**src/rtl/ppu_pkg.sv**
```systemverilog
// PPU-side shared types and constants for the VRAM arbiter slice.
// Latency: n/a (types and constants only).
// Backpressure: n/a.
package ppu_pkg;

    // LCD controller mode as reported in STAT[1:0]
    typedef enum logic [1:0] {
        MODE_HBLANK = 2'd0,
        MODE_VBLANK = 2'd1,
        MODE_OAM    = 2'd2,
        MODE_DRAW   = 2'd3
    } PpuMode;

    // Arbiter sequencer: grant, drive the VRAM port, capture the read data
    typedef enum logic [1:0] {
        ST_IDLE    = 2'd0,
        ST_ISSUE   = 2'd1,
        ST_CAPTURE = 2'd2
    } ArbState;

    // Which requester owns the access currently in flight
    typedef enum logic [1:0] {
        WIN_NONE = 2'd0,
        WIN_BG   = 2'd1,
        WIN_OBJ  = 2'd2,
        WIN_CPU  = 2'd3
    } arb_winner_e;

    // Default VRAM window: [VRAM_BASE, VRAM_END), VRAM_END is exclusive
    localparam logic [15:0] VRAM_BASE  = 16'h8000;
    localparam int          VRAM_DEPTH = 8192;
    localparam logic [16:0] VRAM_END   = 17'h0A000;

    // OBJ grants in a row (with BG waiting) before BG is forced through
    localparam logic [1:0]  STARVE_LIMIT = 2'd2;

    // CPU pending-slot payload; wr set means write (wins over a simultaneous rd)
    typedef struct packed {
        logic        wr;
        logic [7:0]  wdata;
        logic [15:0] addr;
    } cpu_req_t;

endpackage

```
**src/rtl/vram_arbiter_if.sv**
```systemverilog
// Request/response and VRAM-port bundle between the PPU/CPU side and the arbiter.
// Latency: n/a (wires only).
// Backpressure: none; requests are strobed on tclk and responses are single-clk pulses.
interface vram_arbiter_if;

    logic        tclk_in;
    logic        lcd_ena_in;
    logic [1:0]  ppu_mode_in;

    logic [15:0] bg_addr_in;
    logic        bg_addr_valid_in;
    logic [7:0]  bg_data_out;
    logic        bg_data_valid_out;

    logic [15:0] obj_addr_in;
    logic        obj_addr_valid_in;
    logic [7:0]  obj_data_out;
    logic        obj_data_valid_out;

    logic [15:0] cpu_addr_in;
    logic        cpu_rd_in;
    logic        cpu_wr_in;
    logic [7:0]  cpu_wdata_in;
    logic [7:0]  cpu_rdata_out;
    logic        cpu_done_out;

    logic [12:0] vram_addr_out;
    logic        vram_we_out;
    logic [7:0]  vram_wdata_out;
    logic [7:0]  vram_rdata_in;

    // Arbiter side
    modport slave (
        input  tclk_in, lcd_ena_in, ppu_mode_in,
        input  bg_addr_in, bg_addr_valid_in,
        input  obj_addr_in, obj_addr_valid_in,
        input  cpu_addr_in, cpu_rd_in, cpu_wr_in, cpu_wdata_in,
        input  vram_rdata_in,
        output bg_data_out, bg_data_valid_out,
        output obj_data_out, obj_data_valid_out,
        output cpu_rdata_out, cpu_done_out,
        output vram_addr_out, vram_we_out, vram_wdata_out
    );

    // Requester / memory side
    modport master (
        output tclk_in, lcd_ena_in, ppu_mode_in,
        output bg_addr_in, bg_addr_valid_in,
        output obj_addr_in, obj_addr_valid_in,
        output cpu_addr_in, cpu_rd_in, cpu_wr_in, cpu_wdata_in,
        output vram_rdata_in,
        input  bg_data_out, bg_data_valid_out,
        input  obj_data_out, obj_data_valid_out,
        input  cpu_rdata_out, cpu_done_out,
        input  vram_addr_out, vram_we_out, vram_wdata_out
    );

endinterface

```
**src/rtl/vram_req_slot.sv**
```systemverilog
// One-deep pending-request holder: load on ld_i, drop on clr_i, newest request overwrites.
// Latency: pend_o/dat_o show a request in the same clk it is loaded (bypass of the register).
// Backpressure: none; an unserved request is silently replaced by the next one.
module vram_req_slot #(
    parameter int W = 16
) (
    input  logic         clk_in,
    input  logic         rst_in,
    input  logic         ld_i,
    input  logic         clr_i,
    input  logic [W-1:0] dat_i,
    output logic         pend_o,
    output logic [W-1:0] dat_o
);

    logic         pend_q;
    logic [W-1:0] dat_q;

    // Effective view includes a request arriving this clk so it can be granted at once
    assign pend_o = pend_q | ld_i;
    assign dat_o  = ld_i ? dat_i : dat_q;

    // Clear beats load: a slot is only cleared when its effective request was just granted
    always_ff @(posedge clk_in or posedge rst_in) begin
        if (rst_in) begin
            pend_q <= 1'b0;
            dat_q  <= '0;
        end else if (clr_i) begin
            pend_q <= 1'b0;
        end else if (ld_i) begin
            pend_q <= 1'b1;
            dat_q  <= dat_i;
        end
    end

endmodule

```
**src/rtl/vram_arbiter.sv**
```systemverilog
// Shares one VRAM port between the BG fetcher, OBJ fetcher and CPU on T-cycle strobes.
// Latency: granted response 3 clk after the tclk; blocked CPU answered 1 clk after latch.
// Backpressure: none; one pending slot per requester, newer requests overwrite older ones.
module vram_arbiter #(
    parameter logic [15:0] VRAM_BASE  = ppu_pkg::VRAM_BASE,
    parameter int          VRAM_DEPTH = ppu_pkg::VRAM_DEPTH
) (
    input logic           clk_in,
    input logic           rst_in,
    vram_arbiter_if.slave bus
);

    import ppu_pkg::*;

    localparam int AW = $clog2(VRAM_DEPTH);
    localparam int LO = int'(VRAM_BASE);
    localparam int HI = LO + VRAM_DEPTH;

    function automatic logic in_range(input logic [15:0] a);
        return (int'(a) >= LO) && (int'(a) < HI);
    endfunction

    PpuMode      mode;
    ArbState     state_q;
    arb_winner_e win_q;
    arb_winner_e win_d;
    logic        win_oor_q;
    logic [1:0]  starve_q;

    logic [12:0] vram_addr_q;
    logic        vram_we_q;
    logic [7:0]  vram_wdata_q;
    logic [7:0]  bg_data_q;
    logic        bg_vld_q;
    logic [7:0]  obj_data_q;
    logic        obj_vld_q;
    logic [7:0]  cpu_rdata_q;
    logic        cpu_done_q;

    logic        bg_ld, obj_ld, cpu_ld;
    logic        bg_clr, obj_clr, cpu_clr;
    logic        bg_pend, obj_pend, cpu_pend;
    logic [15:0] bg_addr, obj_addr;
    cpu_req_t    cpu_new, cpu_req;
    logic [$bits(cpu_req_t)-1:0] cpu_slot_dat;

    logic        decide;
    logic        draw;
    logic        cpu_block;
    logic [15:0] win_addr;
    logic [15:0] win_off;
    logic [7:0]  cap_dat;

    assign mode   = PpuMode'(bus.ppu_mode_in);
    assign draw   = bus.lcd_ena_in && (mode == MODE_DRAW);
    assign bg_ld  = bus.tclk_in && bus.bg_addr_valid_in;
    assign obj_ld = bus.tclk_in && bus.obj_addr_valid_in;
    assign cpu_ld = bus.tclk_in && (bus.cpu_rd_in || bus.cpu_wr_in);

    // Pack the CPU request; wr alone decides direction so rd+wr behaves as a write
    always_comb begin
        cpu_new       = '0;
        cpu_new.wr    = bus.cpu_wr_in;
        cpu_new.wdata = bus.cpu_wdata_in;
        cpu_new.addr  = bus.cpu_addr_in;
    end

    assign cpu_req = cpu_req_t'(cpu_slot_dat);

    vram_req_slot #(.W(16)) u_bg_slot (
        .clk_in (clk_in), .rst_in (rst_in),
        .ld_i   (bg_ld),  .clr_i  (bg_clr), .dat_i (bus.bg_addr_in),
        .pend_o (bg_pend), .dat_o (bg_addr)
    );

    vram_req_slot #(.W(16)) u_obj_slot (
        .clk_in (clk_in), .rst_in (rst_in),
        .ld_i   (obj_ld), .clr_i  (obj_clr), .dat_i (bus.obj_addr_in),
        .pend_o (obj_pend), .dat_o (obj_addr)
    );

    vram_req_slot #(.W($bits(cpu_req_t))) u_cpu_slot (
        .clk_in (clk_in), .rst_in (rst_in),
        .ld_i   (cpu_ld), .clr_i  (cpu_clr), .dat_i (cpu_new),
        .pend_o (cpu_pend), .dat_o (cpu_slot_dat)
    );

    // Decisions happen only in IDLE on a tclk, so every grant is tclk-aligned
    assign decide = (state_q == ST_IDLE) && bus.tclk_in && (bg_pend || obj_pend || cpu_pend);

    // Winner selection: PPU owns VRAM while drawing (OBJ first, BG rescued after two OBJ
    // grants), otherwise only the CPU may access it and stale fetcher requests are dropped
    always_comb begin
        win_d     = WIN_NONE;
        win_addr  = 16'h0000;
        bg_clr    = 1'b0;
        obj_clr   = 1'b0;
        cpu_clr   = 1'b0;
        cpu_block = 1'b0;
        if (decide) begin
            if (draw) begin
                cpu_block = cpu_pend;
                cpu_clr   = cpu_pend;
                if (obj_pend && !(bg_pend && (starve_q >= STARVE_LIMIT))) begin
                    win_d    = WIN_OBJ;
                    win_addr = obj_addr;
                    obj_clr  = 1'b1;
                end else if (bg_pend) begin
                    win_d    = WIN_BG;
                    win_addr = bg_addr;
                    bg_clr   = 1'b1;
                end
            end else begin
                bg_clr  = bg_pend;
                obj_clr = obj_pend;
                if (cpu_pend) begin
                    win_d    = WIN_CPU;
                    win_addr = cpu_req.addr;
                    cpu_clr  = 1'b1;
                end
            end
        end
    end

    assign win_off = win_addr - VRAM_BASE;
    assign cap_dat = win_oor_q ? 8'hFF : bus.vram_rdata_in;

    // Sequencer with registered VRAM port and response outputs; pulses default low each clk
    always_ff @(posedge clk_in or posedge rst_in) begin
        if (rst_in) begin
            state_q      <= ST_IDLE;
            win_q        <= WIN_NONE;
            win_oor_q    <= 1'b0;
            starve_q     <= 2'd0;
            vram_addr_q  <= 13'h0000;
            vram_we_q    <= 1'b0;
            vram_wdata_q <= 8'h00;
            bg_data_q    <= 8'h00;
            bg_vld_q     <= 1'b0;
            obj_data_q   <= 8'h00;
            obj_vld_q    <= 1'b0;
            cpu_rdata_q  <= 8'h00;
            cpu_done_q   <= 1'b0;
        end else begin
            bg_vld_q   <= 1'b0;
            obj_vld_q  <= 1'b0;
            cpu_done_q <= 1'b0;
            // CPU locked out of VRAM during drawing: answer immediately, never touch memory
            if (cpu_block) begin
                cpu_done_q  <= 1'b1;
                cpu_rdata_q <= 8'hFF;
            end
            case (state_q)
                ST_IDLE: begin
                    if (decide) begin
                        state_q   <= ST_ISSUE;
                        win_q     <= win_d;
                        win_oor_q <= !in_range(win_addr);
                        if ((win_d != WIN_NONE) && in_range(win_addr)) begin
                            vram_addr_q <= 13'(win_off[AW-1:0]);
                            if ((win_d == WIN_CPU) && cpu_req.wr) begin
                                vram_we_q    <= 1'b1;
                                vram_wdata_q <= cpu_req.wdata;
                            end
                        end
                        if (win_d == WIN_BG) begin
                            starve_q <= 2'd0;
                        end else if ((win_d == WIN_OBJ) && bg_pend && (starve_q != 2'd3)) begin
                            starve_q <= starve_q + 2'd1;
                        end
                    end
                end
                ST_ISSUE: begin
                    vram_we_q <= 1'b0;
                    state_q   <= ST_CAPTURE;
                end
                ST_CAPTURE: begin
                    state_q <= ST_IDLE;
                    case (win_q)
                        WIN_BG: begin
                            bg_data_q <= cap_dat;
                            bg_vld_q  <= !win_oor_q;
                        end
                        WIN_OBJ: begin
                            obj_data_q <= cap_dat;
                            obj_vld_q  <= !win_oor_q;
                        end
                        WIN_CPU: begin
                            cpu_rdata_q <= cap_dat;
                            cpu_done_q  <= 1'b1;
                        end
                        default: ;
                    endcase
                end
                default: state_q <= ST_IDLE;
            endcase
        end
    end

    assign bus.vram_addr_out      = vram_addr_q;
    assign bus.vram_we_out        = vram_we_q;
    assign bus.vram_wdata_out     = vram_wdata_q;
    assign bus.bg_data_out        = bg_data_q;
    assign bus.bg_data_valid_out  = bg_vld_q;
    assign bus.obj_data_out       = obj_data_q;
    assign bus.obj_data_valid_out = obj_vld_q;
    assign bus.cpu_rdata_out      = cpu_rdata_q;
    assign bus.cpu_done_out       = cpu_done_q;

endmodule

```
**src/flat_wrapper.sv**
```systemverilog
// flat-port wrapper written by rule: the top's interface ports become plain ports
module vram_arbiter_flat import ppu_pkg::*;
#(
    parameter logic [15:0] VRAM_BASE  = ppu_pkg::VRAM_BASE,
    parameter int          VRAM_DEPTH = ppu_pkg::VRAM_DEPTH
)
  (clk_in, rst_in, bus_tclk_in, bus_lcd_ena_in, bus_ppu_mode_in, bus_bg_addr_in, bus_bg_addr_valid_in, bus_obj_addr_in, bus_obj_addr_valid_in, bus_cpu_addr_in, bus_cpu_rd_in, bus_cpu_wr_in, bus_cpu_wdata_in, bus_vram_rdata_in, bus_bg_data_out, bus_bg_data_valid_out, bus_obj_data_out, bus_obj_data_valid_out, bus_cpu_rdata_out, bus_cpu_done_out, bus_vram_addr_out, bus_vram_we_out, bus_vram_wdata_out);
  vram_arbiter_if bus_i ();
  input logic clk_in;
  input logic rst_in;
  input wire logic [$bits(bus_i.tclk_in)-1:0] bus_tclk_in;
  input wire logic [$bits(bus_i.lcd_ena_in)-1:0] bus_lcd_ena_in;
  input wire logic [$bits(bus_i.ppu_mode_in)-1:0] bus_ppu_mode_in;
  input wire logic [$bits(bus_i.bg_addr_in)-1:0] bus_bg_addr_in;
  input wire logic [$bits(bus_i.bg_addr_valid_in)-1:0] bus_bg_addr_valid_in;
  input wire logic [$bits(bus_i.obj_addr_in)-1:0] bus_obj_addr_in;
  input wire logic [$bits(bus_i.obj_addr_valid_in)-1:0] bus_obj_addr_valid_in;
  input wire logic [$bits(bus_i.cpu_addr_in)-1:0] bus_cpu_addr_in;
  input wire logic [$bits(bus_i.cpu_rd_in)-1:0] bus_cpu_rd_in;
  input wire logic [$bits(bus_i.cpu_wr_in)-1:0] bus_cpu_wr_in;
  input wire logic [$bits(bus_i.cpu_wdata_in)-1:0] bus_cpu_wdata_in;
  input wire logic [$bits(bus_i.vram_rdata_in)-1:0] bus_vram_rdata_in;
  output wire logic [$bits(bus_i.bg_data_out)-1:0] bus_bg_data_out;
  output wire logic [$bits(bus_i.bg_data_valid_out)-1:0] bus_bg_data_valid_out;
  output wire logic [$bits(bus_i.obj_data_out)-1:0] bus_obj_data_out;
  output wire logic [$bits(bus_i.obj_data_valid_out)-1:0] bus_obj_data_valid_out;
  output wire logic [$bits(bus_i.cpu_rdata_out)-1:0] bus_cpu_rdata_out;
  output wire logic [$bits(bus_i.cpu_done_out)-1:0] bus_cpu_done_out;
  output wire logic [$bits(bus_i.vram_addr_out)-1:0] bus_vram_addr_out;
  output wire logic [$bits(bus_i.vram_we_out)-1:0] bus_vram_we_out;
  output wire logic [$bits(bus_i.vram_wdata_out)-1:0] bus_vram_wdata_out;
  assign bus_i.tclk_in = bus_tclk_in;
  assign bus_i.lcd_ena_in = bus_lcd_ena_in;
  assign bus_i.ppu_mode_in = bus_ppu_mode_in;
  assign bus_i.bg_addr_in = bus_bg_addr_in;
  assign bus_i.bg_addr_valid_in = bus_bg_addr_valid_in;
  assign bus_i.obj_addr_in = bus_obj_addr_in;
  assign bus_i.obj_addr_valid_in = bus_obj_addr_valid_in;
  assign bus_i.cpu_addr_in = bus_cpu_addr_in;
  assign bus_i.cpu_rd_in = bus_cpu_rd_in;
  assign bus_i.cpu_wr_in = bus_cpu_wr_in;
  assign bus_i.cpu_wdata_in = bus_cpu_wdata_in;
  assign bus_i.vram_rdata_in = bus_vram_rdata_in;
  assign bus_bg_data_out = bus_i.bg_data_out;
  assign bus_bg_data_valid_out = bus_i.bg_data_valid_out;
  assign bus_obj_data_out = bus_i.obj_data_out;
  assign bus_obj_data_valid_out = bus_i.obj_data_valid_out;
  assign bus_cpu_rdata_out = bus_i.cpu_rdata_out;
  assign bus_cpu_done_out = bus_i.cpu_done_out;
  assign bus_vram_addr_out = bus_i.vram_addr_out;
  assign bus_vram_we_out = bus_i.vram_we_out;
  assign bus_vram_wdata_out = bus_i.vram_wdata_out;
  vram_arbiter #(.VRAM_BASE(VRAM_BASE), .VRAM_DEPTH(VRAM_DEPTH)) u_core (.clk_in(clk_in), .rst_in(rst_in), .bus(bus_i));
endmodule
```
**config.mk**
```make
export PLATFORM = sky130hd
export DESIGN_NAME = vram_arbiter_flat
export DESIGN_NICKNAME = d
export VERILOG_FILES = /design/src/rtl/ppu_pkg.sv /design/src/rtl/vram_arbiter_if.sv /design/src/rtl/vram_req_slot.sv /design/src/rtl/vram_arbiter.sv /design/src/flat_wrapper.sv
export SDC_FILE = /design/constraint.sdc
export NUM_CORES = 1
export LEC_CHECK = 0
export ABC_AREA = 1
export BUFFER_PORTS_ARGS = -buffer_cell sky130_fd_sc_hd__clkbuf_2
export CAP_MARGIN = 20
export CORE_ASPECT_RATIO = 1.5
export CORE_MARGIN = 1
export CORE_UTILIZATION = 49
export DETAILED_ROUTE_END_ITERATION = 10
export GPL_ROUTABILITY_DRIVEN = 0
export PLACE_DENSITY = 0.76
export SYNTH_ARGS = -nofsm -noshare
export SYNTH_HDL_FRONTEND = slang
export SYNTH_SLANG_ARGS = --single-unit
```
**constraint.sdc**
```tcl
create_clock -name clk_in -period 3.1 [get_ports clk_in]
set_input_delay 0.155 -clock clk_in [delete_from_list [all_inputs] [get_ports clk_in]]
set_output_delay 0.155 -clock clk_in [all_outputs]
set_load 0.05 [all_outputs]
```
==> flow_summary_export.csv, run 1 <==
group,metric,value,unit
worst_setup_path,cp_slowest_cell,"nand2_1",
worst_setup_path,cp_top_family,"simple AND/OR/NAND/NOR gates",
power_and_ir_drop,intPower,3874,µW
logic_synthesis,synth_cell_types,35,
logic_synthesis,yosysWarningCount,0,
cts,h-tree-depth,4,
cts,cts_buffers,17,
worst_setup_path,path_max_fanout,33,
grt,grt_max_degree,50,
logic_synthesis,syn_area,5552,µm²
placement,dp.cells,943,
route,drc_errors,0,
route,routed_via_density,5.133,
worst_hold_path,hold_path.class,"input port to flip-flop",
worst_setup_path,reg2reg_from,"u_core.starve_q[0]",
cts,postCtsSetupRepairBufs,0,
sta,skew,0.008230,ns
status,status,"completed",
sta,max_freq,438.9,MHz
power_and_ir_drop,p_sw,2937,µW
placement,place.port_buffers,122,
die,initial_utilization,50.22,%
worst_setup_path,max_stage_delay,0.50,ns
sta,tightest_slew,0.8662,ns
route,totalWireLength,13910,µm
die,coreArea,11060,µm²
sta,fin_crit,2.278,ns
cts,cts_resized,0,
finish,instances_no_fill,980,
worst_setup_path,path_cells,"inv_1, ha_1, inv_1, nand2_1, nand2_1, nand2_1, inv_1, nand2_1, nand2_1, o21ai_0",
cts,clk_pin_slew,0.06,ns
placement,hpwl,10110,µm
worst_setup_path,crit_start,"u_core.starve_q[0]",
worst_setup_path,crit_arrival,2.59,ns
worst_setup_path,path_class,"flip-flop to flip-flop",
grt,grt_pass1_vias,4941,
sta,fin_crit_sh,73.50,%
worst_setup_path,critPathCapture,"u_core.u_bg_slot.dat_q[8]",
worst_setup_path,r2r_cells,10,
logic_synthesis,ys_top_cells_by_area,"dfrtp_1 52%, nand2_1 13%, o21ai_0 11%",
logic_synthesis,synth-seq-cells,116,
grt,grt-ovfl-total,0,
route,drt_iter0_drc,282,
sta,setup_violations,0,
logic_synthesis,ys_seq_area_share,52.29,%
power_and_ir_drop,sw_frac_of_total,43.12,%
worst_setup_path,crit_buf_inv,3,
die,die_x,88.91,µm
cts,tritoncts,"done",
grt,grt_pass1_wl,22930,µm
sta,tns,0,ns
finish,syn2layout_area_growth,24.12,%
cts,root_buffer,"clkbuf_16",
run,drv_cap,0,
finish,drive_above_1_share,22.81,%
finish,nets,896,
cts,clock_sinks,116,
worst_setup_path,worstPathRequired,3.41,ns
logic_synthesis,yosysTopAreaCellShare,52.29,%
die,row_count,47,
sta,max_slew_margin,42.11,%
power_and_ir_drop,leakage,0.003594,µW
logic_synthesis,yosys.area.top_type,"dfrtp_1",
worst_setup_path,cp-start-kind,"flip-flop",
power_and_ir_drop,p_seq_share,35.5,%
sta,rsz0062_at_grt,"no",
logic_synthesis,syn_inst,699,
finish,fillers,973,
die,io_pins,123,
power_and_ir_drop,vdd_drop_max,486.0,µV
cts,cts_buffer_depth,2,
worst_setup_path,cp_common_cell,"nand2_1",
cts,clock_latency,0.42,ns
power_and_ir_drop,power.density,988.6,nW/µm²
route,drt_pass1_iterations,5,
power_and_ir_drop,p_clk_share,27.6,%
sta,hold_violations,0,
route,wl_per_cell,14.19,µm
route,ant_nets,0,
worst_setup_path,reg2reg_slack,0.82,ns
logic_synthesis,avgSynthCellArea,7.942,µm²
route,num_vias,5030,
sta,final_max_slew_viol_count,0,
finish,n_antenna_cell,0,
logic_synthesis,synth_nets,775,
die,die-area,11770,µm²
die,die_y,132.4,µm
power_and_ir_drop,comb_power_share,36.9,%
cts,holdBufCountCts,4,
worst_setup_path,end_kind,"flip-flop",
worst_setup_path,r2r_end,"u_core.u_bg_slot.dat_q[8]",
worst_setup_path,cp_num_cells,10,
grt,track_usage,25.76,%
grt,antenna_found_initial,0,
-- per-layer routing --
metal | GRT usage (%) | wire [µm] | share of wire, %
met5 | 0 | 0 | 0
met4 | 12.72 | 493 | 3.5
met3 | 6.700 | 802 | 5.8
met2 | 41.50 | 7074 | 51
met1 | 31.53 | 5536 | 40
-- stage by stage --
stage,area [µm²],hold slack (ns),setup WS (ns),util [%],total power (µW)
after global placement,6260,0.4108,0.9673,56.62,4816
after CTS,6870,0.0008922,0.8055,62.14,6830
final,6890,0.007433,0.8216,62.32,6812
after detailed placement,6260,0.4129,0.8243,56.62,4918
after floorplan,5555,0.2955,1.402,-,4276
after global routing,6890,0.003788,0.4443,62.32,7239
-- worst min-delay path by stage --
stage	start	to	slack [ns]	depth (start not counted)
2_1_floorplan	bus_vram_rdata_in[0]	u_core.bus.cpu_rdata_out[0]	0.30	2
3_3_place_gp	rst_in	u_core.u_bg_slot.dat_q[15]	0.41	2
3_5_place_dp	bus_vram_rdata_in[0]	u_core.bus.cpu_rdata_out[0]	0.41	3
4_1_cts	bus_vram_rdata_in[4]	u_core.bus.cpu_rdata_out[4]	0.0009	3
5_1_grt	bus_vram_rdata_in[4]	u_core.bus.cpu_rdata_out[4]	0.004	3
6_report	bus_vram_rdata_in[4]	u_core.bus.cpu_rdata_out[4]	0.007	3
-- cell usage after synthesis --
library cell and n:
inv_4 1, o32ai_1 8, mux2i_1 1, nand2_1 196
nor2_1 57, nor2_4 3, nand3b_1 1, ha_1 2
buf_6 3, nand3_2 2, or2_2 1, nand3_1 14
o21ai_2 3, nor2_2 4, inv_1 78, a211oi_1 1
inv_2 5, clkinv_1 1, buf_2 9, a31oi_1 7
nor3_2 1, clkbuf_2 1, o22ai_1 1, nor3_4 1
nand2_2 3, o21ai_0 125, dfrtp_1 116, buf_4 1
buf_1 3, o21ai_1 3, o211ai_1 5, nand2_4 1
a21oi_2 1, a21oi_1 24, clkbuf_1 16
-- logic make-up (layout without fill, tap and decap cells) --
logic type               Yosys count  count (layout)  share of synthesized area [%]
AO/OA/AOI/OAI                    178             178                          17.31
adder cells (fa/ha/maj)            2               2                         0.4507
buffers and inverters            118             252                          8.722
flip-flops                       116             116                          52.29
multiplexers                       1               1                         0.1803
AND/OR/NAND/NOR                  284             284                          21.05
-- state kept, by name (all words and copies together), names as in the netlist --
register	flops
u_core.bus.cpu_done_out	1
u_core.u_obj_slot.pend_q	1
u_core.bus.bg_data_valid_out	1
u_core.bus.obj_data_valid_out	1
u_core.state_q	2
u_core.u_cpu_slot.dat_q	25
u_core.win_q	2
u_core.bus.cpu_rdata_out	8
u_core.bus.vram_addr_out	13
u_core.u_obj_slot.dat_q	16
u_core.bus.vram_wdata_out	8
u_core.bus.obj_data_out	8
u_core.bus.bg_data_out	8
u_core.win_oor_q	1
u_core.bus.vram_we_out	1
u_core.u_bg_slot.pend_q	1
u_core.u_bg_slot.dat_q	16
u_core.u_cpu_slot.pend_q	1
u_core.starve_q	2
-- tightest hold or removal path, stage by stage --
cell and delay, ns:
clkbuf_2 0.10, o32ai_1 0.08, inv_1 0.06
-- power groups by stage --
stage / logic [µW] / clock network, µW / registers [µW]
6_report: 2510 / 1880 / 2420
5_1_grt: 2780 / 1980 / 2480
4_1_cts: 2520 / 1900 / 2410
3_5_place_dp: 2490 / 0 / 2430
3_3_place_gp: 2410 / 0 / 2410
2_1_floorplan: 1130 / 0 / 3150
-- cell usage in the layout, fill, tap and decap left out, drive strengths merged --
cell type / netlist / layout
nand2: 200 / 200
a21oi: 25 / 25
or2: 1 / 1
buf: 16 / 9
mux2i: 1 / 1
o22ai: 1 / 1
inv: 84 / 90
dfrtp: 116 / 116
clkinv: 1 / 6
ha: 2 / 2
a31oi: 7 / 7
clkbuf: 17 / 139
a211oi: 1 / 1
o21ai: 131 / 131
o211ai: 5 / 5
dlygate4sd3: 0 / 4
o32ai: 8 / 8
bufinv: 0 / 1
nand3b: 1 / 1
nor2: 64 / 64
nand3: 16 / 16
nor3: 2 / 2
clkinvlp: 0 / 3
-- final cells by class --
cell class                      instances  area (µm²)  share of cell area (%)
Multi-Input combinational cell        465        2165                   31.41
Timing Repair Buffer                  135       743.2                   10.79
Clock buffer                           17       425.4                   6.174
Inverter                               85       325.3                   4.721
Sequential cell                       116        2903                   42.13
Clock inverter                         15       145.1                   2.106
Tap cell                              147       183.9                   2.669
Note: power is estimated with default switching activity, not from simulation.
==> run 2: changes to the inputs <==
==> constraint.sdc (replaced) <==
create_clock -name clk_in -period 1.9 [get_ports clk_in]
set_input_delay 0.095 -clock clk_in [delete_from_list [all_inputs] [get_ports clk_in]]
set_output_delay 0.095 -clock clk_in [all_outputs]
set_load 0.05 [all_outputs]
==> run 2 against run 1 <==
  * Cell count rose by 3.2%
  * Largest power group unchanged
  * Via count rose by 6.8%
  * Sequential share of layout area fell by 2.4 points
  * Sequential power rose by 64%
  * Global-route usage rose by 1.1 points
  * Flip-flop and latch count did not move
  * Utilization rose by 3.7 points
  * Routed wire length rose by 8.0%
==> flow_summary_export.csv, run 2 (synthesis gave the netlist of run 1 again) <==
group,metric,value,unit
status,status,"completed",
finish,largestRegisters,"u_core.u_cpu_slot.dat_q (25), u_core.u_bg_slot.dat_q (16), u_core.u_obj_slot.dat_q (16)",
sta,max_freq,533.3,MHz
route,dr.max_layer_used,"met4",
sta,final_max_slew_viol_count,0,
route,routed_via_density,5.313,
sta,skew,0.009596,ns
grt,grt-ovfl-total,0,
sta,max_slew_margin,59.50,%
finish,layout_commonest_cell,"nand2_1",
finish,drive_above_1_share,26.97,%
worst_setup_path,cp-start-kind,"flip-flop",
worst_hold_path,hold_path.class,"input port to flip-flop",
route,wl_per_cell,14.86,µm
sta,setup_violations,0,
route,route.met3.wl,1057,µm
worst_setup_path,crit_arrival,2.23,ns
route,totalWireLength,15020,µm
cts,clock_sinks,116,
cts,root_buffer,"clkbuf_16",
grt,antenna_found_initial,0,
finish,largest-register,"u_core.u_cpu_slot.dat_q",
die,die_y,132.4,µm
worst_setup_path,worstPathRequired,2.25,ns
cts,clk_pin_slew,0.06,ns
power_and_ir_drop,power.density,1595,nW/µm²
sta,hold_violations,0,
worst_setup_path,path_class,"flip-flop to flip-flop",
route,wl_met2,7501,µm
power_and_ir_drop,power.total,11640,µW
sta,tightest_slew,0.6075,ns
finish,n_antenna_cell,0,
route,drt_iter0_drc,404,
route,drt_pass1_iterations,6,
worst_setup_path,end_kind,"flip-flop",
sta,fin_crit,1.875,ns
power_and_ir_drop,leakage,0.003744,µW
finish,syn2layout_area_growth,31.51,%
worst_hold_path,hold_depth,3,
worst_setup_path,cp_slowest_cell,"dfrtp_1",
worst_setup_path,path_max_fanout,8,
die,row_count,47,
finish,final_cell_mix,"185 x nand2_1, 125 x o21ai_0, 122 x clkbuf_2",
route,m1WireLength,5712,µm
sta,fin_crit_sh,98.68,%
run,drv_cap,0,
die,coreArea,11060,µm²
placement,place_area,6400,µm²
placement,pre_cts_ws,-0.009253,ns
placement,hpwl,10520,µm
die,io_pins,123,
worst_setup_path,r2r_cells,14,
route,ant_nets,0,
die,die-area,11770,µm²
cts,clock_latency,0.41,ns
grt,grt_pass1_vias,5233,
power_and_ir_drop,vdd_drop_max,876.7,µV
finish,nets,927,
route,drc_errors,0,
cts,cts_buffer_depth,2,
grt,grt_pass1_wl,24060,µm
die,initial_utilization,50.22,%
grt,track_usage,26.91,%
worst_setup_path,path_cells,"inv_2, ha_4, inv_2, nand2_2, inv_2, a21oi_4, nor2_2, nor2_2, nand2_2, nor2_4, inv_2, nor2_4, nand2_1, nand2_1",
cts,tritoncts,"done",
die,die_x,88.91,µm
route,num_vias,5371,
finish,largest_register_ff_count,25,
cts,cts_buffers,17,
placement,place.port_buffers,122,
grt,grt_max_degree,49,
cts,h-tree-depth,4,
worst_setup_path,max_stage_delay,0.39,ns
finish,fin_area,7301,µm²
worst_setup_path,cp_common_cell,"inv_2",
sta,setup_ws,0.02503,ns
## run 2: layout make-up
| class | instances | area [µm²] |
|---|---|---|
| clock buffers | 17 | 425.4 |
| clock inverters | 15 | 167.7 |
| fillers | 936 | 3755 |
| inverters | 85 | 325.3 |
| multi-input cells | 466 | 2262 |
| flip-flops and latches | 116 | 2904 |
| well taps | 147 | 183.9 |
| repair buffers | 165 | 1032 |
## run 2: power by group
part           internal [µW]  switching, µW
combinational           1270           3230
clock                   1960           1210
sequential              3430            537
## run 2: timing repair
action	CTS	global route
hold buffers	13	0
cloned	0	1
pin swaps	4	12
hold endpoints to repair	36	0
setup buffers	3	7
setup endpoints to repair	9	23
resized for setup	5	23
## run 2: per-stage QoR
stage | cells | TNS (ns) | utilization [%] | hold WS (ns)
after floorplan | 699 | 0 | - | 0.2355
after global placement | 955 | 0 | 57.89 | 0.1768
after detailed placement | 955 | -0.01753 | 57.89 | 0.1718
after CTS | 1003 | 0 | 64.87 | 0.004137
after global routing | 1011 | -1.025 | 66.04 | 0.01035
final | 1011 | 0 | 66.04 | 0.009469
## run 2: worst max-delay path: cells and delay by family (launching register included)
family	cells	cell delay, ns
and+or+nand+nor	8	0.90
DFF	1	0.39
buffers and inverters	4	0.23
AOI/OAI and AO/OA	1	0.17
adders and majority gates	1	0.13
## run 2: metal layers
layer  vias to the layer above  GRT usage, %
met5                         -             0
met4                         0         14.87
met3                        67         7.702
met2                       255         43.93
met1                      2504         31.12
li1                       2545             -
## run 2: worst paths after layout
path / startpoint / endpoint / slack [ns]
min in group asynchronous: rst_in / u_core.u_bg_slot.dat_q[14] / 0.29
max in group asynchronous: rst_in / u_core.starve_q[1] / 1.01
setup reg to reg: u_core.starve_q[0] / u_core.bus.vram_wdata_out[1] / 0.03
hold reg to reg: u_core.bus.bg_data_out[1] / u_core.bus.bg_data_out[1] / 0.48
setup / recovery: u_core.starve_q[0] / u_core.bus.vram_wdata_out[1] / 0.03
hold / removal: bus_bg_addr_in[0] / u_core.u_bg_slot.dat_q[0] / 0.009
==> run 3: changes to the inputs <==
--- a/config.mk
+++ b/config.mk
@@ -10,10 +10,9 @@
 export CAP_MARGIN = 20
 export CORE_ASPECT_RATIO = 1.5
 export CORE_MARGIN = 1
-export CORE_UTILIZATION = 49
+export CORE_UTILIZATION = 40
 export DETAILED_ROUTE_END_ITERATION = 10
 export GPL_ROUTABILITY_DRIVEN = 0
-export PLACE_DENSITY = 0.76
 export SYNTH_ARGS = -nofsm -noshare
 export SYNTH_HDL_FRONTEND = slang
 export SYNTH_SLANG_ARGS = --single-unit
==> run 3 against run 2 <==
  * The run now ends with DRC left
  * Die area is 22% higher
  * Flip-flop and latch count stayed put
  * First-iteration DRC count is 30% lower
  * Global-route usage is 5.7 points lower
  * Register-to-register slack hardly changed
  * Critical endpoint is now u_core.bus.vram_wdata_out[7]
  * Routed wire length is 2.4% lower
  * Clock skew is 0.0017 ns higher
  * Sequential power hardly changed
  * Clock-buffer cell count stayed put
  * Critical path type unchanged
  * Cell count is 1.6% higher
  * Utilization is 12 points lower
==> flow_summary_export.csv, run 3 (synthesis gave the netlist of run 1 again) <==
group,metric,value,unit
worst_setup_path,path_cells,"inv_2, ha_4, inv_2, nand2_2, inv_2, a21oi_4, nor2_4, nor2_4, nand2_2, nor2_4, buf_6, nand3_4, nand2_2, nand2_1",
finish,n_antenna_cell,0,
die,die-area,14360,µm²
finish,final_cell_mix,"186 x nand2_1, 125 x o21ai_0, 122 x clkbuf_2",
route,ant_nets,0,
worst_setup_path,end_kind,"flip-flop",
status,violations,"DRC",
worst_setup_path,path_max_fanout,5,
grt,grt_max_degree,81,
sta,fin_crit,1.867,ns
finish,layout_commonest_cell,"nand2_1",
placement,dp.cells,970,
route,drc_errors,4,
worst_setup_path,crit_buf_inv,4,
cts,clock_sinks,116,
sta,rsz0062_at_grt,"yes",
die,die_x,98.19,µm
worst_setup_path,crit_arrival,2.17,ns
route,routed_via_density,4.982,
cts,clk_pin_slew,0.06,ns
sta,skew,0.01133,ns
die,io_pins,123,
worst_setup_path,max_stage_delay,0.40,ns
cts,h-tree-depth,4,
worst_setup_path,worstPathRequired,2.20,ns
grt,grt-ovfl-total,0,
placement,place.port_buffers,122,
finish,instances_no_fill,1027,
finish,largestRegisters,"u_core.u_cpu_slot.dat_q (25), u_core.u_bg_slot.dat_q (16), u_core.u_obj_slot.dat_q (16)",
power_and_ir_drop,leakage,0.003747,µW
finish,fin_area,7312,µm²
finish,largest-register,"u_core.u_cpu_slot.dat_q",
finish,nets,928,
finish,largest_register_ff_count,25,
run,drv_cap,0,
worst_setup_path,cp_slowest_cell,"dfrtp_1",
sta,max_freq,535.5,MHz
power_and_ir_drop,vdd_drop_max,594.7,µV
die,die_y,146.3,µm
power_and_ir_drop,power.total,11480,µW
status,status,"finished with violations",
grt,grt_pass1_wl,23640,µm
die,initial_utilization,41.02,%
cts,tritoncts,"done",
placement,hpwl,10740,µm
cts,root_buffer,"clkbuf_16",
placement,place_area,6394,µm²
sta,final_max_slew_viol_count,0,
sta,setup_ws,0.03271,ns
route,wl_per_cell,14.27,µm
cts,cts_buffer_depth,2,
die,coreArea,13530,µm²
cts,cts_buffers,17,
grt,antenna_found_initial,0,
sta,max_slew_margin,59.16,%
die,row_count,52,
route,drt_iter0_drc,281,
worst_setup_path,cp_top_family,"simple AND/OR/NAND/NOR gates",
route,totalWireLength,14660,µm
worst_setup_path,path_class,"flip-flop to flip-flop",
sta,tns,0,ns
cts,clock_latency,0.41,ns
grt,grt_pass1_vias,4917,
route,drt_pass1_iterations,10,
sta,hold_violations,0,
power_and_ir_drop,power.density,1570,nW/µm²
worst_hold_path,hold_path.class,"input port to flip-flop",
sta,setup_violations,0,
route,num_vias,5117,
worst_setup_path,cp-start-kind,"flip-flop",
finish,syn2layout_area_growth,31.71,%
grt,track_usage,21.19,%
sta,fin_crit_sh,98.28,%
sta,tightest_slew,0.6126,ns
placement,pre_cts_ws,-0.03120,ns
finish,drive_above_1_share,26.36,%
==> run 3: path summary, 6_finish.rpt <==
path                       depth (start not counted)                       start                      endpoint  slack (ns)
max in group asynchronous                          4                      rst_in            u_core.starve_q[1]        1.16
min in group asynchronous                          4                      rst_in    u_core.u_bg_slot.dat_q[12]        0.35
hold reg to reg                                    2  u_core.bus.obj_data_out[2]    u_core.bus.obj_data_out[2]        0.48
hold / removal                                     3         bus_obj_addr_in[15]   u_core.u_obj_slot.dat_q[15]        0.02
setup / recovery                                  14          u_core.starve_q[0]  u_core.bus.vram_wdata_out[7]        0.03
setup reg to reg                                  14          u_core.starve_q[0]  u_core.bus.vram_wdata_out[7]        0.03
==> run 3: repair_timing <==
| action | CTS | global route |
|---|---|---|
| setup endpoints to repair | 9 | 21 |
| pin swaps | 1 | 10 |
| hold buffers | 15 | 0 |
| cloned | 0 | 1 |
| resized for setup | 6 | 24 |
| buffers inserted | 0 | 9 |
| hold endpoints to repair | 139 | 0 |
==> run 3: power by group <==
part / total (µW) / internal (µW) / switching (µW)
Combinational: 4410 / 1260 / 3150
Clock: 3120 / 1940 / 1180
Sequential: 3950 / 3430 / 521
Total: 11500 / 6630 / 4850
==> run 3: final cells by class <==
| cell class | instances | area [µm²] |
|---|---|---|
| Tap cell | 162 | 202.7 |
| Sequential cell | 116 | 2903 |
| Multi-Input combinational cell | 466 | 2270 |
| Inverter | 85 | 327.8 |
| Clock buffer | 17 | 425.4 |
| Fill cell | 1285 | 6221 |
| Timing Repair Buffer | 166 | 1027 |
| Clock inverter | 15 | 156.4 |
==> run 3: worst reg2reg max path: cells and delay by family (launching register included) <==
family | cells | cell delay, ns
buf+inv | 4 | 0.28
compound gates | 1 | 0.20
flops | 1 | 0.40
simple gates | 8 | 0.74
fa+ha+maj | 1 | 0.13
==> run 3: routing by layer <==
metal	up-vias	track usage [%]	wire, µm
met1	2395	25.39	6133
met2	150	35.74	7338
met4	0	9.776	483
met3	21	5.218	703
met5	-	0	0
li1	2551	-	-
==> run 3: stage by stage <==
step,hold WS [ns],util [%]
after floorplan,0.2355,-
after global placement,0.2510,47.24
after detailed placement,0.2523,47.24
after CTS,0.001930,52.90
after global routing,0.02473,54.03
final,0.01638,54.03
